===== src/rtl/hash_msg_sequencer_if.sv =====
// hash_msg_sequencer_if: host-side and core-side signals of the hash message sequencer
interface hash_msg_sequencer_if;
   logic        start;
   logic [63:0] msg_len;
   logic        in_valid;
   logic [7:0]  in_data;
   logic        in_ready;
   logic        m_valid;
   logic [7:0]  m_data;
   logic [63:0] m_counter;
   logic        core_hash_ready;
   logic [31:0] core_digest;
   logic [31:0] digest;
   logic        digest_valid;
   logic        busy;
   logic        err_timeout;
   modport master (
      output start, msg_len, in_valid, in_data, core_hash_ready, core_digest,
      input  in_ready, m_valid, m_data, m_counter, digest, digest_valid, busy, err_timeout
   );
   modport slave (
      input  start, msg_len, in_valid, in_data, core_hash_ready, core_digest,
      output in_ready, m_valid, m_data, m_counter, digest, digest_valid, busy, err_timeout
   );
endinterface


===== src/rtl/hash_msg_sequencer.sv =====
// hash_msg_sequencer: buffers a host message and paces its bytes into the DES-S-box hash core
module hash_msg_sequencer #(
   parameter int DEPTH       = 16,
   parameter int BYTE_CYCLES = 3,
   parameter int TIMEOUT     = 255
) (
   input logic clk,
   input logic rst_n,
   hash_msg_sequencer_if.slave bus
);
   localparam int AW = $clog2(DEPTH);
   localparam int PW = BYTE_CYCLES > 1 ? $clog2(BYTE_CYCLES) : 1;
   localparam int TW = TIMEOUT > 0 ? $clog2(TIMEOUT + 1) : 1;
   typedef enum logic [1:0] {IDLE, FEED, WAIT} state_t;
   state_t state, state_next;
   logic [7:0] mem [DEPTH];
   logic [AW:0] wr_ptr, rd_ptr;
   logic [63:0] accepted, remaining;
   logic [PW-1:0] pace;
   logic [TW-1:0] tcnt;
   logic hr_prev, full, empty, push, pop, hr_rise, timed_out, take_start;
   // pointers carry an extra wrap bit so full and empty are distinguishable
   assign empty      = wr_ptr == rd_ptr;
   assign full       = (wr_ptr[AW] != rd_ptr[AW]) && (wr_ptr[AW-1:0] == rd_ptr[AW-1:0]);
   assign bus.in_ready = state == FEED && !full && accepted < bus.m_counter;
   assign push       = bus.in_valid && bus.in_ready;
   assign pop        = state == FEED && !empty && pace == '0 && remaining != '0;
   assign hr_rise    = bus.core_hash_ready && !hr_prev;
   assign timed_out  = tcnt == TW'(TIMEOUT);
   assign take_start = state == IDLE && bus.start && bus.msg_len != '0;
   assign bus.busy   = state != IDLE;
   always_comb begin
      state_next = state;
      case (state)
         IDLE:    if (take_start) state_next = FEED;
         FEED:    if (pop && remaining == 64'd1) state_next = WAIT;
         WAIT:    if (hr_rise || timed_out) state_next = IDLE;
         default: state_next = IDLE;
      endcase
   end
   always_ff @(posedge clk or negedge rst_n)
      if (!rst_n) state <= IDLE;
      else state <= state_next;
   always_ff @(posedge clk)
      if (push) mem[wr_ptr[AW-1:0]] <= bus.in_data;
   always_ff @(posedge clk or negedge rst_n) begin
      if (!rst_n) begin
         wr_ptr           <= '0;
         rd_ptr           <= '0;
         accepted         <= '0;
         remaining        <= '0;
         pace             <= '0;
         tcnt             <= '0;
         hr_prev          <= 1'b0;
         bus.m_valid      <= 1'b0;
         bus.m_data       <= '0;
         bus.m_counter    <= '0;
         bus.digest       <= '0;
         bus.digest_valid <= 1'b0;
         bus.err_timeout  <= 1'b0;
      end else begin
         hr_prev          <= bus.core_hash_ready;
         bus.m_valid      <= pop;
         bus.digest_valid <= state == WAIT && hr_rise;
         if (push) begin
            wr_ptr   <= wr_ptr + 1'b1;
            accepted <= accepted + 64'd1;
         end
         if (pop) begin
            rd_ptr     <= rd_ptr + 1'b1;
            bus.m_data <= mem[rd_ptr[AW-1:0]];
            pace       <= PW'(BYTE_CYCLES - 1);
            remaining  <= remaining - 64'd1;
         end else if (pace != '0) pace <= pace - 1'b1;
         if (take_start) begin
            bus.m_counter   <= bus.msg_len;
            remaining       <= bus.msg_len;
            accepted        <= '0;
            pace            <= '0;
            bus.err_timeout <= 1'b0;
         end
         tcnt <= state == WAIT ? tcnt + 1'b1 : '0;
         if (state == WAIT && hr_rise) bus.digest <= bus.core_digest;
         if (state == WAIT && !hr_rise && timed_out) bus.err_timeout <= 1'b1;
      end
   end
endmodule


===== src/flat_wrapper.sv =====
// flat-port wrapper written by rule: the top's interface ports become plain ports
module hash_msg_sequencer_flat 
#(
   parameter int DEPTH       = 16,
   parameter int BYTE_CYCLES = 3,
   parameter int TIMEOUT     = 255
)
  (clk, rst_n, bus_start, bus_msg_len, bus_in_valid, bus_in_data, bus_core_hash_ready, bus_core_digest, bus_in_ready, bus_m_valid, bus_m_data, bus_m_counter, bus_digest, bus_digest_valid, bus_busy, bus_err_timeout);
  hash_msg_sequencer_if bus_i ();
  input logic clk;
  input logic rst_n;
  input wire logic [$bits(bus_i.start)-1:0] bus_start;
  input wire logic [$bits(bus_i.msg_len)-1:0] bus_msg_len;
  input wire logic [$bits(bus_i.in_valid)-1:0] bus_in_valid;
  input wire logic [$bits(bus_i.in_data)-1:0] bus_in_data;
  input wire logic [$bits(bus_i.core_hash_ready)-1:0] bus_core_hash_ready;
  input wire logic [$bits(bus_i.core_digest)-1:0] bus_core_digest;
  output wire logic [$bits(bus_i.in_ready)-1:0] bus_in_ready;
  output wire logic [$bits(bus_i.m_valid)-1:0] bus_m_valid;
  output wire logic [$bits(bus_i.m_data)-1:0] bus_m_data;
  output wire logic [$bits(bus_i.m_counter)-1:0] bus_m_counter;
  output wire logic [$bits(bus_i.digest)-1:0] bus_digest;
  output wire logic [$bits(bus_i.digest_valid)-1:0] bus_digest_valid;
  output wire logic [$bits(bus_i.busy)-1:0] bus_busy;
  output wire logic [$bits(bus_i.err_timeout)-1:0] bus_err_timeout;
  assign bus_i.start = bus_start;
  assign bus_i.msg_len = bus_msg_len;
  assign bus_i.in_valid = bus_in_valid;
  assign bus_i.in_data = bus_in_data;
  assign bus_i.core_hash_ready = bus_core_hash_ready;
  assign bus_i.core_digest = bus_core_digest;
  assign bus_in_ready = bus_i.in_ready;
  assign bus_m_valid = bus_i.m_valid;
  assign bus_m_data = bus_i.m_data;
  assign bus_m_counter = bus_i.m_counter;
  assign bus_digest = bus_i.digest;
  assign bus_digest_valid = bus_i.digest_valid;
  assign bus_busy = bus_i.busy;
  assign bus_err_timeout = bus_i.err_timeout;
  hash_msg_sequencer #(.DEPTH(DEPTH), .BYTE_CYCLES(BYTE_CYCLES), .TIMEOUT(TIMEOUT)) u_core (.clk(clk), .rst_n(rst_n), .bus(bus_i));
endmodule

===== config.mk =====
export PLATFORM = sky130hd
export DESIGN_NAME = hash_msg_sequencer_flat
export DESIGN_NICKNAME = d
export VERILOG_FILES = /design/src/rtl/hash_msg_sequencer_if.sv /design/src/rtl/hash_msg_sequencer.sv /design/src/flat_wrapper.sv
export SDC_FILE = /design/constraint.sdc
export NUM_CORES = 1
export LEC_CHECK = 0
export CAP_MARGIN = 40
export CELL_PAD_IN_SITES_DETAIL_PLACEMENT = 0
export CELL_PAD_IN_SITES_GLOBAL_PLACEMENT = 1
export CORE_MARGIN = 2
export CORE_UTILIZATION = 40
export CTS_CLUSTER_DIAMETER = 200
export DETAILED_ROUTE_END_ITERATION = 12
export GPL_TIMING_DRIVEN = 0
export PLACE_DENSITY = 0.7
export SLEW_MARGIN = 10
export SYNTH_ARGS = -nofsm -noshare
export SYNTH_HDL_FRONTEND = slang
export SYNTH_SLANG_ARGS = --single-unit

===== constraint.sdc =====
create_clock -name clk -period 4.8 [get_ports clk]
set_input_delay 0.48 -clock clk [delete_from_list [all_inputs] [get_ports clk]]
set_output_delay 0.48 -clock clk [all_outputs]
set_load 0.005 [all_outputs]

* Word-level counts from Yosys, hierarchy flattened
Memory sizes are Yosys's and may differ from the RTL's. A register that Yosys moved wholly into a read port is not among the register bits.
Cells that the tools add are included.
** Cells by class
- Reduce and logical (&&, ||, !) cells :: 31
- Divide/modulo/power cells :: 0
- Multipliers :: 0
- Add/sub/neg operators :: 6
- Magnitude comparators :: 1
- Muxes and demuxes :: 16
- Equality and inequality tests :: 10
- Bitwise logic cells :: 0
- Shifts and indexed selects :: 0
** Operators with widths (count)
- 64-bit two-way mux :: 4
- 64-bit nonzero test :: 2
- 64-bit by 1-bit adder with 64-bit output, second input constant :: 1
- 64-bit by 1-bit == test with 1-bit output, second input constant :: 1
- 64-bit < comparator :: 1
- 64-bit by 1-bit subtractor with 64-bit output, second input constant :: 1
- 1-bit logical AND :: 14
- 2-bit two-way mux :: 6
- 5-bit by 1-bit adder with 5-bit output, second input constant :: 2
- 2-bit nonzero test :: 5
- 8-bit by 1-bit adder with 8-bit output, second input constant :: 1
- 8-bit == test, second input constant :: 1
- 8-bit two-way mux :: 1
- 2-bit case mux with 3 select lines :: 1
- 5-bit == test :: 1
- 1-bit zero test :: 5
- 4-bit == test :: 1
- 2-bit zero test :: 2
- 1-bit two-way mux :: 4
- 2-bit by 1-bit inequality test with 1-bit output, second input constant :: 2
- 3-bit AND reduction :: 1
- 3-bit nonzero test :: 1
- 2-bit by 1-bit == test with 1-bit output, second input constant :: 1
- 2-bit == test, second input constant :: 1
- 4 further kinds :: 4
** Storage, ports and cells
- Output and inout port bits :: 109
- Word-level logic and storage cells :: 78
- Flip-flop bits (word level) :: 250
- Bits in latches :: 0
- Bits in writable memories :: 128
- Bits in read-only memories :: 0
- Input port bits :: 109
- Memories kept :: 1
** Memories
- u_core.mem :: depth 16, bits a word 8, rd ports 1, clocked after memory_dff 1, write ports 1, RTL line hash_msg_sequencer.sv:16 : logic [7:0] mem [DEPTH];

* Depth between registers and ports, before layout
Gate-level depths: netlist of run 1.
- Word-level depth :: 8
- Depth in mapped cells :: 13
- Mapped depth without buffers :: 10

* Least setup slack after synthesis of run 1
Ideal clock, no wire load.
- Kind :: reg-to-reg
- Start :: reg u_core.accepted[56]
- End :: mem u_core.mem[0][0] (enable)
- Data arrival time :: 3.362 ns
- Slack :: 1.041 ns
- Clock period less this slack :: 3.759 ns
- Stages on the path, launching flop included :: 11
- Library setup time :: 0.398 ns
- Data required time :: 4.402 ns
- Path buffers :: 2
- Path through :: dfrtp_1 -> ha_1 -> and3_1 -> a221o_1 -> o211ai_1 -> nand4_1 -> nor3_2 -> nand2_1 -> clkbuf_1 -> buf_2 -> nor4b_1
** Between the ends
- Cells in the longest elaborated chain, start to end :: 5
** RTL lines
- start, declared :: RTL line hash_msg_sequencer.sv:18 : logic [63:0] accepted, remaining;
- start signal, assigned :: RTL line hash_msg_sequencer.sv:67 : accepted <= accepted + 64'd1;
- 64-bit < comparator :: RTL line hash_msg_sequencer.sv:25 : assign bus.in_ready = state == FEED && !full && accepted < bus.m_counter;
- 1-bit logical AND :: RTL line hash_msg_sequencer.sv:25
- 1-bit logical AND :: RTL line hash_msg_sequencer.sv:26 : assign push = bus.in_valid && bus.in_ready;
- 1-bit two-way mux :: RTL line hash_msg_sequencer.sv:45 : if (push) mem[wr_ptr[AW-1:0]] <= bus.in_data;
- 1-bit two-way mux (not written as such) :: RTL line hash_msg_sequencer.sv:45
- end, declared :: RTL line hash_msg_sequencer.sv:16
No other way between the ends.

* Worst setup path in the final report of run 1
- Start :: reg u_core.bus.m_counter[61]
- End :: mem u_core.mem[1][1] (enable)
** Between the ends
- Cells in the longest elaborated chain, start to end :: 5
** RTL lines
- start, declared :: RTL line hash_msg_sequencer_if.sv:23 : output in_ready, m_valid, m_data, m_counter, digest, digest_valid, busy, err_timeout
- start signal, assigned :: RTL line hash_msg_sequencer.sv:76 : bus.m_counter <= bus.msg_len;
- 64-bit < comparator :: RTL line hash_msg_sequencer.sv:25
- 1-bit logical AND :: RTL line hash_msg_sequencer.sv:25
- 1-bit logical AND :: RTL line hash_msg_sequencer.sv:26
- 1-bit two-way mux :: RTL line hash_msg_sequencer.sv:45
- 1-bit two-way mux (not written as such) :: RTL line hash_msg_sequencer.sv:45
No other way between the ends.

==> metrics.md, run 1 <==
| Metric | Value |
|---|---|
| Outcome | `finished clean` |
| Register area | `10300 um2` |
| Clk_lat worst skew | `0.59 ns` |
| Tcrit/Tclk final | `0.9745` |
| Pwr dens | `425.3 nW/um2` |
| Multi-input logic area | `7665 um2` |
| RSZ-0062 raised after global routing | `true` |
| Largest net degree at the start of global routing | `101` |
| Crit Path Class | `reg -> reg` |
| Synth area leader | `dfrtp_1` |
| Starting DRT DRC Count | `1257` |
| Detail Route Antenna Nets | `0` |
| Port bufs | `217` |
| Detailed Route WL | `58230 um` |
| Crit-path slowest cell | `a2111oi_1` |
| Main synth FF type | `dfrtp_1` |
| Hold slack | `0.4091 ns` |
| Core ar. | `45580 um2` |
| Reg2Reg Depth | `11` |
| Setup Skew | `0.02495 ns` |
| Root buffer cell | `clkbuf_16` |
| GPL Wtd Cong | `0.8726` |
| P&R area growth vs syn | `25.05%` |
| First-pass GRT wire length | `88080 um` |
| Post-DP HPWL | `43310 um` |
| Yosys top cell area share | `0.3483` |
| Final Hold Fails | `0` |
| Worst Hold Launch | `bus_core_hash_ready` |
| Layout cell share with drive strength beyond 1 | `0.1093` |
| Slew Viols, Final | `0` |
| Inst Count DP | `2455` |
| Routed length per instance | `22.93 um` |
| Worst vdd ir | `212.8 uV` |
| Die width | `219.3 um` |
| Antenna cell count | `0` |
| Worst Path Arrival | `4.95 ns` |
| Post-layout power | `9.860 mW` |
| Max_slew headroom | `0.3351` |
| Unique masters post-synth | `72` |
| Flop2flop setup slack | `0.12 ns` |
| CTS tree | `done` |
| Synth top area cells | `dfrtp_1 (35%), edfxtp_1 (21%), ha_1 (4.9%)` |
| FF+latch count, synth | `386` |
| Syn_area_per_cell | `11.39 um2` |
| Final worst setup slack | `0.1224 ns` |
| Sequential fraction of the synthesis area | `0.5556` |
| Gr usage total | `0.2455` |
| Peak Freq | `213.8 MHz` |
| FP Rows | `78` |
| Post-route cell area | `23180 um2` |
| Reg2reg start | `u_core.bus.m_counter[61]` |
| Reg-to-reg endpoint | `u_core.mem[1][1]` |
| Ys async rst share | `0.6684` |
| Worst-margin pin slew | `0.9883 ns` |
| Die area | `48080 um2` |
| WHS Endpoint | `u_core.hr_prev` |
| XOR/XNOR Fraction of Synth Area | `0.02835` |
| Nets | `2087` |
| Mapped Area | `18540 um2` |
| FILL cells | `4113` |
| Syn Nets | `1810` |
| I/O pins | `218` |
| H-Tree Depth | `2` |
| Leading cell type in the layout, fill and taps excluded | `dfrtp_1` |
| Synthesized instance count | `1628` |
| Fin cells | `2539` |
| Initial antenna violation count | `1` |
| Starting Density | `0.4067` |
| Setup TNS | `0 ns` |
| Main combinational cell family by area after synthesis | `simple AND/OR/NAND/NOR gates` |
| Vias/cell | `5.632` |
| Startpoint Class | `flop` |
| CTS clock-pin slew for the worst setup and hold paths | `0.06 ns` |
| Mux contribution to synthesized area | `0.07343` |
| DRC | `0` |
| Clk sink count | `386` |
| Most frequent cells in the layout | `dfrtp_1 (258), clkdlybuf4s50_1 (216), nand2_1 (181), edfxtp_1 (128), o21ai_0 (124)` |
| Grt total ovfl | `0` |
| Simple-Gate Fraction of Synth Area | `0.1581` |
| Crit path largest cell delay | `0.58 ns` |
| Synth warn | `0` |
| Leakage | `9.268 nW` |
| WP data required | `5.08 ns` |
| Max Fanout on Critical Path | `10` |
| Hold path cells | `1` |
| # setup viols final | `0` |
| Post-Synth Adder-Cell Area | `0.04927` |
| Post-DP Area | `21630 um2` |
| Clock period minus worst slack | `4.678 ns` |
| Pre-CTS WS | `-0.1389 ns` |
| Max Cap Viol | `0` |
| Die Y | `219.3 um` |
| Total number of vias | `14300` |
| Total CTS buffers | `44` |
| Critical Path End Type | `flop` |
| CTS max path bufs | `3` |
| Post-synth EDFFs | `128` |
| Vias in the first global route | `14350` |
| Util after Layout | `0.5086` |
| Drt pass-1 iters | `5` |
| CP Cell Sequence | `inv_1, ha_1, and4_1, a2111oi_1, nand4_1, nor3_4, nand2_1, clkbuf_1, buf_2, nor4b_2, buf_4` |
| Hold Path Class | `in -> reg` |
| Synth Area in Compound Gates | `0.1006` |
-- layer usage --
metal | GRT usage | part of all wire | routed length [um]
met3 | 0.03909 | 0.062 | 3629
met4 | 0.08063 | 0.027 | 1587
met1 | 0.3405 | 0.44 | 25770
met2 | 0.3937 | 0.47 | 27230
met5 | 0 | 0.00022 | 13
-- worst max-delay path by stage --
stage                          to  depth (start not counted)                     start
2_1_floorplan    u_core.mem[0][0]                         10       u_core.accepted[56]
3_3_place_gp   u_core.accepted[7]                          1                     rst_n
3_5_place_dp     u_core.mem[0][5]                         11  u_core.bus.m_counter[61]
4_1_cts          u_core.mem[0][0]                         11  u_core.bus.m_counter[61]
5_1_grt          u_core.mem[2][3]                         12  u_core.bus.m_counter[62]
6_report         u_core.mem[1][1]                         11  u_core.bus.m_counter[61]
-- registers in the layout, indices dropped and copies added, names as in the netlist, 2 cells and up --
| signal | cells |
|---|---|
| u_core.mem | 128 |
| u_core.accepted | 64 |
| u_core.bus.m_counter | 64 |
| u_core.remaining | 64 |
| u_core.bus.digest | 32 |
| u_core.bus.m_data | 8 |
| u_core.tcnt | 8 |
| u_core.rd_ptr | 5 |
| u_core.wr_ptr | 5 |
| u_core.pace | 2 |
| u_core.state | 2 |
-- what timing repair did --
| action | CTS | global route |
|---|---|---|
| hold buffers | 1 | 0 |
| hold endpoints to repair | 67 | 0 |
| pin swaps | 0 | 1 |
| setup endpoints to repair | 19 | 97 |
| resized for setup | 1 | 5 |
| setup buffers | 0 | 3 |
| gates cloned | 0 | 0 |
-- power breakdown --
group          internal (mW)  switching [mW]  leakage [nW]
logic                   1.05            1.36          4.23
clock network           2.08            1.40         0.728
registers               3.75           0.221          4.31
total                   6.88            2.98          9.27
-- final cells by class --
cell class	instances	share of cell area
inverter	91	0.01473
buffer	72	0.01306
timing repair buffer	231	0.1007
tap	600	0.03238
clock buffer	58	0.05327
multi-input combinational	1079	0.3306
sequential	386	0.4443
clock inverter	22	0.01096
-- cell families after synthesis --
group / count (synthesis)
compound gates: 311
xor+xnor: 60
fa+ha+maj: 73
buf+inv: 163
flops: 386
mux: 82
simple gates: 553
-- worst max-delay path, delay by kind of cell, from the launching register on --
family | cells | cell delay, ns
AND/OR/NAND/NOR | 5 | 1.94
buffers and inverters | 4 | 1.13
AO/OA/AOI/OAI | 1 | 0.58
flip-flops | 1 | 0.41
adder cells (fa/ha/maj) | 1 | 0.32
-- cell usage after synthesis (18+ instances only) --
master	number
dfrtp_1	258
nand2_1	181
edfxtp_1	128
o21ai_0	124
inv_1	90
a21oi_1	79
ha_1	73
nor2_1	67
nand3_1	52
clkbuf_1	49
mux4_2	40
nand4_1	39
xnor2_1	37
nor3_1	36
and3_1	32
mux2_2	32
nor4_1	32
or3_1	24
xor2_1	23
o211ai_1	18
(Power assumes the default switching activity.)
==> run 2: changes to the inputs <==
CORE_UTILIZATION = 45   (was 40)
PLACE_DENSITY = 0.78   (was 0.7)
==> metrics.md, run 2 (synthesis gave the netlist of run 1 again) <==
| Metric | Value |
|---|---|
| Gr usage total | `0.2704 (+0.02487)` |
| Clk_lat worst skew | `0.57 ns (-0.02 ns)` |
| FP Rows | `74 (-5.1%)` |
| Leakage | `9.259 nW (-0.10%)` |
| Startpoint Class | `flop` |
| Grt total ovfl | `0 (unchanged)` |
| Total number of vias | `14530 (+1.6%)` |
| Routed length per instance | `23.23 um (+1.3%)` |
| Sw frac | `0.3042 (+0.001645)` |
| Port bufs | `217 (unchanged)` |
| DRC | `0 (unchanged)` |
| Clk sink count | `386 (unchanged)` |
| H-Tree Depth | `2 (unchanged)` |
| Hold slack | `0.3953 ns (-0.01378 ns)` |
| Reg2Reg Depth | `10 (-1)` |
| Die width | `207.0 um (-5.6%)` |
| M1 GR Usage | `0.3894 (+0.04895)` |
| Vias/cell | `5.879 (+4.4%)` |
| Fin cells | `2471 (-2.7%)` |
| Starting Density | `0.4550 (+0.04829)` |
| Starting DRT DRC Count | `1192 (-5.2%)` |
| Die area | `42830 um2 (-11%)` |
| Max Cap Viol | `0 (unchanged)` |
| Flop2flop setup slack | `0.13 ns (about the same)` |
| Psw | `2.982 mW (about the same)` |
| Worst vdd ir | `239.9 uV (+13%)` |
| WHS Endpoint | `u_core.hr_prev` |
| Internal power | `6.822 mW (-0.80%)` |
| Max Fanout on Critical Path | `10 (unchanged)` |
| Crit-path slowest cell | `clkdlybuf4s50_1` |
| # setup viols final | `0 (unchanged)` |
| Die Y | `207.0 um (-5.6%)` |
| Register area | `10300 um2 (unchanged)` |
| Vias in the first global route | `14220 (-0.91%)` |
| Final Hold Fails | `0 (unchanged)` |
| Core ar. | `40740 um2 (-11%)` |
| CTS tree | `done` |
| Total CTS buffers | `42 (-4.5%)` |
| Initial antenna violation count | `1 (unchanged)` |
| Crit Path Class | `reg -> out` |
| Inst Count DP | `2391 (-2.6%)` |
| Hold Path Class | `in -> reg` |
| Global routing's busiest layer | `met2` |
| Detailed Route WL | `57390 um (-1.4%)` |
| Combinational Power Share | `0.248 (+0.004)` |
| Post-DP Area | `21580 um2 (-0.24%)` |
| Max reg flops | `128 (unchanged)` |
| Post-layout power | `9.804 mW (-0.57%)` |
| Reg2reg start | `u_core.bus.m_counter[62]` |
| Peak Freq | `214.0 MHz (+0.12%)` |
| First-pass GRT wire length | `86460 um (-1.8%)` |
| GPL Wtd Cong | `0.8879 (+1.8%)` |
| Root buffer cell | `clkbuf_16` |
| Util after Layout | `0.5668 (+0.05818)` |
| Most frequent cells in the layout | `dfrtp_1 (258), clkdlybuf4s50_1 (216), nand2_1 (181), edfxtp_1 (128), o21ai_0 (124)` |
| Tcrit/Tclk final | `0.9733 (-0.001186)` |
| Detail Route Antenna Nets | `0 (unchanged)` |
| Crit path largest cell delay | `0.56 ns (-0.02 ns)` |
| M3 GR Usage | `0.04019 (+0.001103)` |
| Post-DP HPWL | `42290 um (-2.3%)` |
| Max_slew headroom | `0.4136 (+0.07857)` |
| Hold path cells | `1 (unchanged)` |
| Outcome | `finished clean` |
| CP Cell Sequence | `inv_1, ha_1, and3_1, a221oi_1, o21ai_0, a311o_1, a22oi_2, clkbuf_2, nor3b_1, clkdlybuf4s50_1` |
| Worst Hold Launch | `bus_core_hash_ready` |
| Nets | `2088 (+0.048%)` |
| Multi-input logic area | `7664 um2 (about the same)` |
| M2 GR Usage | `0.4130 (+0.01929)` |
| FILL cells | `3495 (-15%)` |
| Layout cell share with drive strength beyond 1 | `0.1109 (+0.001604)` |
| CTS clock-pin slew for the worst setup and hold paths | `0.06 ns (about the same)` |
| Reg-to-reg endpoint | `u_core.mem[3][7]` |
| Worst Path Arrival | `4.19 ns (-0.76 ns)` |
| Flop pwr share | `0.405 (+0.003)` |
| CTS max path bufs | `3 (unchanged)` |
| Clock period minus worst slack | `4.672 ns (-0.005691 ns)` |
| Pwr dens | `424.6 nW/um2 (-0.18%)` |
| Largest net degree at the start of global routing | `98 (-3.0%)` |
| Setup Skew | `0.01836 ns (-0.006589 ns)` |
| RSZ-0062 raised after global routing | `true` |
| WP data required | `4.32 ns (-0.76 ns)` |
| I/O pins | `218 (unchanged)` |
| Post-route cell area | `23090 um2 (-0.39%)` |
| Worst-margin pin slew | `0.8768 ns (-0.1115 ns)` |
| Leading cell type in the layout, fill and taps excluded | `dfrtp_1` |
| Slew Viols, Final | `0 (unchanged)` |
| Clk pwr share | `0.347 (-0.006)` |
| Critical Path End Type | `output pin` |
| P&R area growth vs syn | `24.57%` |
| Drt pass-1 iters | `5 (unchanged)` |
## run 2: layer usage
metal,share of wire,vias up
met3,0.071,101
met2,0.45,576
li1,-,6567
met1,0.44,7284
met5,0,-
met4,0.035,0
## run 2: what timing repair did
item,CTS,global route
resized for setup,2,4
endpoints found under the setup margin,21,72
pin swaps,0,1
hold endpoints to repair,66,0
hold buffers,1,0
buffers inserted,0,2
## run 2: worst max-delay path by stage
stage / start / endpoint / slack (ns) / depth (start not counted)
6_report: u_core.bus.m_counter[6] / bus_in_ready / 0.13 / 10
5_1_grt: u_core.bus.m_counter[62] / u_core.mem[5][6] / -0.02 / 13
4_1_cts: u_core.bus.m_counter[61] / u_core.mem[2][1] / 0.01 / 11
3_5_place_dp: u_core.bus.m_counter[62] / u_core.mem[0][5] / -0.14 / 11
3_3_place_gp: rst_n / u_core.bus.m_counter[12] / -8.37 / 1
2_1_floorplan: u_core.accepted[56] / u_core.mem[0][0] / 1.04 / 10
## run 2: cell type report
class                           instances  share of cell area
Clock inverter                         19            0.009428
Sequential cell                       386              0.4460
Inverter                               91             0.01479
Timing Repair Buffer                  234              0.1026
Buffer                                 72             0.01311
Tap cell                              532             0.02883
Clock buffer                           57             0.05321
Antenna cell                            1           0.0001084
Multi-Input combinational cell       1079              0.3319
## run 2: power groups by stage
stage / clock (mW) / sequential [mW] / combinational (mW)
floorplan: 0 / 3.98 / 1.41
global placement: 0 / 4.02 / 2.29
detailed placement: 0 / 4.02 / 2.40
CTS: 3.44 / 3.97 / 2.41
global route: 3.56 / 4.01 / 2.65
finish: 3.40 / 3.97 / 2.43
## run 2: stage by stage
stage               setup TNS (ns)  setup WS [ns]
finish                           0         0.1280
global route               -0.1066       -0.01886
CTS                              0        0.01066
detailed placement          -2.054        -0.1420
global placement          -2199.61         -8.365
floorplan                        0          1.041
## run 2: critical path, delay by kind of cell (launching register included)
kind / cells / cell delay (ns)
AO/OA/AOI/OAI: 4 / 1.38
AND/OR/NAND/NOR: 2 / 0.52
flip-flops: 1 / 0.39
buffers and inverters: 3 / 1.02
adder cells (fa/ha/maj): 1 / 0.31
==> run 3: changes to the inputs <==
CORE_UTILIZATION = 49   (was 45)
PLACE_DENSITY = 0.84   (was 0.78)
clock period = 5.8 ns   (was 4.8 ns; I/O delays follow)
==> metrics.md, run 3 (synthesis gave the netlist of run 1 again) <==
| Metric | Value |
|---|---|
| Outcome | `finished with violations` |
| Failing checks | `hold timing` |
| Layout cell share with drive strength beyond 1 | `0.1044 (-0.006492)` |
| Hold slack | `-0.01964 ns (-0.4150 ns)` |
| Vias in the first global route | `14520 (+2.1%)` |
| CTS tree | `done` |
| Starting DRT DRC Count | `1279 (+7.3%)` |
| FP Rows | `71 (-4.1%)` |
| Post-layout power | `8.047 mW (-18%)` |
| Post_cts resized | `0 (-2)` |
| Max Fanout on Critical Path | `10 (unchanged)` |
| Detail Route Antenna Nets | `0 (unchanged)` |
| Register area | `10300 um2 (unchanged)` |
| CTS clock-pin slew for the worst setup and hold paths | `0.06 ns (about the same)` |
| WP data required | `5.22 ns (+0.90 ns)` |
| Fin cells | `2445 (-1.1%)` |
| Initial antenna violation count | `0 (-1)` |
| Startpoint Class | `flop` |
| Leading cell type in the layout, fill and taps excluded | `dfrtp_1` |
| Clock period minus worst slack | `4.973 ns` |
| Leakage | `9.221 nW (-0.41%)` |
| Antenna cell count | `0 (-1)` |
| Worst vdd ir | `214.0 uV (-11%)` |
| Vias/cell | `5.991 (+1.9%)` |
| GPL Wtd Cong | `0.9094 (+2.4%)` |
| Routed length per instance | `22.91 um (-1.4%)` |
| Slew Viols, Final | `0 (unchanged)` |
| Setup Skew | `0.01732 ns (-0.001048 ns)` |
| Die Y | `198.5 um (-4.1%)` |
| # hold bufs at CTS | `0 (-1)` |
| RSZ-0062 raised after global routing | `false` |
| Max_slew headroom | `0.3181 (-0.09548)` |
| Final Hold Fails | `11 (+11)` |
| Port bufs | `217 (unchanged)` |
| Starting Density | `0.4945 (+0.03946)` |
| Worst-margin pin slew | `1.013 ns (+0.1366 ns)` |
| Post-CTS setup buffers | `0 (unchanged)` |
| Peak Freq | `201.1 MHz` |
| Max reg flops | `128 (unchanged)` |
| Critical Path End Type | `output pin` |
| Gr usage total | `0.2902 (+0.01978)` |
| Tcrit/Tclk final | `0.8573` |
| Pwr dens | `350.7 nW/um2 (-17%)` |
| Grt total ovfl | `0 (unchanged)` |
| Crit Path Class | `reg -> out` |
| DRC | `0 (unchanged)` |
| P&R area growth vs syn | `23.78%` |
| CTS max path bufs | `3 (unchanged)` |
| Clk sink count | `386 (unchanged)` |
| Most frequent cells in the layout | `dfrtp_1 (258), clkdlybuf4s50_1 (216), nand2_1 (181), edfxtp_1 (128), o21ai_0 (124)` |
| Total CTS buffers | `43 (+2.4%)` |
| H-Tree Depth | `2 (unchanged)` |
| Post-DP HPWL | `41320 um (-2.3%)` |
| Drt pass-1 iters | `5 (unchanged)` |
| Root buffer cell | `clkbuf_16` |
| Nets | `2084 (-0.19%)` |
| Core ar. | `37490 um2 (-8.0%)` |
| Worst Path Arrival | `4.39 ns (+0.20 ns)` |
| Die area | `39400 um2 (-8.0%)` |
| I/O pins | `218 (unchanged)` |
| Die width | `198.5 um (-4.1%)` |
| Largest net degree at the start of global routing | `110 (+12%)` |
| First-pass GRT wire length | `85570 um (-1.0%)` |
| Multi-input logic area | `7630 um2 (-0.44%)` |
| Clk_lat worst skew | `0.57 ns (about the same)` |
| Total number of vias | `14650 (+0.82%)` |
| Hold Path Class | `in -> async` |
| Inst Count DP | `2367 (-1.0%)` |
| # setup viols final | `0 (unchanged)` |
| Max Cap Viol | `0 (unchanged)` |
| FILL cells | `3041 (-13%)` |
| Detailed Route WL | `56020 um (-2.4%)` |
[run 3: changes by cell type in the layout (fill, tap and decap cells not counted), sizes merged, moves of 2 or more]
| cell | before | now |
|---|---|---|
| clkinv | 8 | 13 |
| clkinvlp | 5 | 1 |
| clkdlybuf4s15 | 3 | 0 |
| buf | 37 | 35 |
| clkbuf | 106 | 108 |
| inv | 93 | 91 |
[run 3: power by group]
part | switching (mW) | internal (mW) | total [mW]
clock network | 1.11 | 1.68 | 2.79
registers | 0.188 | 3.10 | 3.29
logic | 1.11 | 0.863 | 1.97
total | 2.41 | 5.64 | 8.05
[run 3: layer usage]
metal | part of all wire | track usage | vias up | wire [um]
met4 | 0.034 | 0.1100 | 0 | 1930
met5 | 0 | 0 | - | 0
met3 | 0.067 | 0.04290 | 99 | 3736
met2 | 0.47 | 0.4655 | 595 | 26300
li1 | - | - | 6563 | -
met1 | 0.43 | 0.4026 | 7390 | 24050
[run 3: critical path, stage by stage (launching register included)]
cell and delay [ns]:
dfrtp_1 0.45, ha_1 0.31, and3_1 0.21, a221oi_1 0.26, o21ai_0 0.16, a311o_1 0.43, a22oi_2 0.51, clkbuf_1 0.57
nor3b_1 0.34, clkdlybuf4s50_1 0.57
[run 3: layout make-up]
class / instances / area share
Buffer: 72 / 0.01314
Clock buffer: 58 / 0.05251
Clock inverter: 19 / 0.009652
Inverter: 91 / 0.01489
Multi-Input combinational cell: 1079 / 0.3325
Sequential cell: 386 / 0.4489
Tap cell: 511 / 0.02786
Timing Repair Buffer: 229 / 0.1006
[run 3: per-stage QoR]
step | worst slack (ns) | utilization | cell area [um2] | TNS, ns | hold WS, ns
final | 0.8275 | 0.6121 | 22950 | 0 | -0.01964
after global routing | 0.7029 | 0.6121 | 22950 | 0 | 0.02587
after CTS | 0.8334 | 0.6119 | 22940 | 0 | 0.005513
after detailed placement | 1.015 | 0.5739 | 21510 | 0 | 0.4632
after global placement | -7.198 | 0.5695 | 21350 | -1854.73 | 0.4450
after floorplan | 2.041 | - | 18540 | 0 | 0.2844
[run 3: worst paths after layout]
check                           depth (start not counted)                startpoint  slack, ns                     to
worst max register to register                         11  u_core.bus.m_counter[62]       0.91       u_core.mem[2][6]
worst max-delay path                                    9        u_core.accepted[6]       0.83           bus_in_ready
worst min register to register                          1            u_core.tcnt[0]       0.47         u_core.tcnt[0]
max in group asynchronous                               2                     rst_n       4.84  u_core.bus.digest[16]
min in group clk                                        1            u_core.tcnt[0]       0.47         u_core.tcnt[0]
worst min-delay path                                    1                     rst_n      -0.02   u_core.remaining[60]
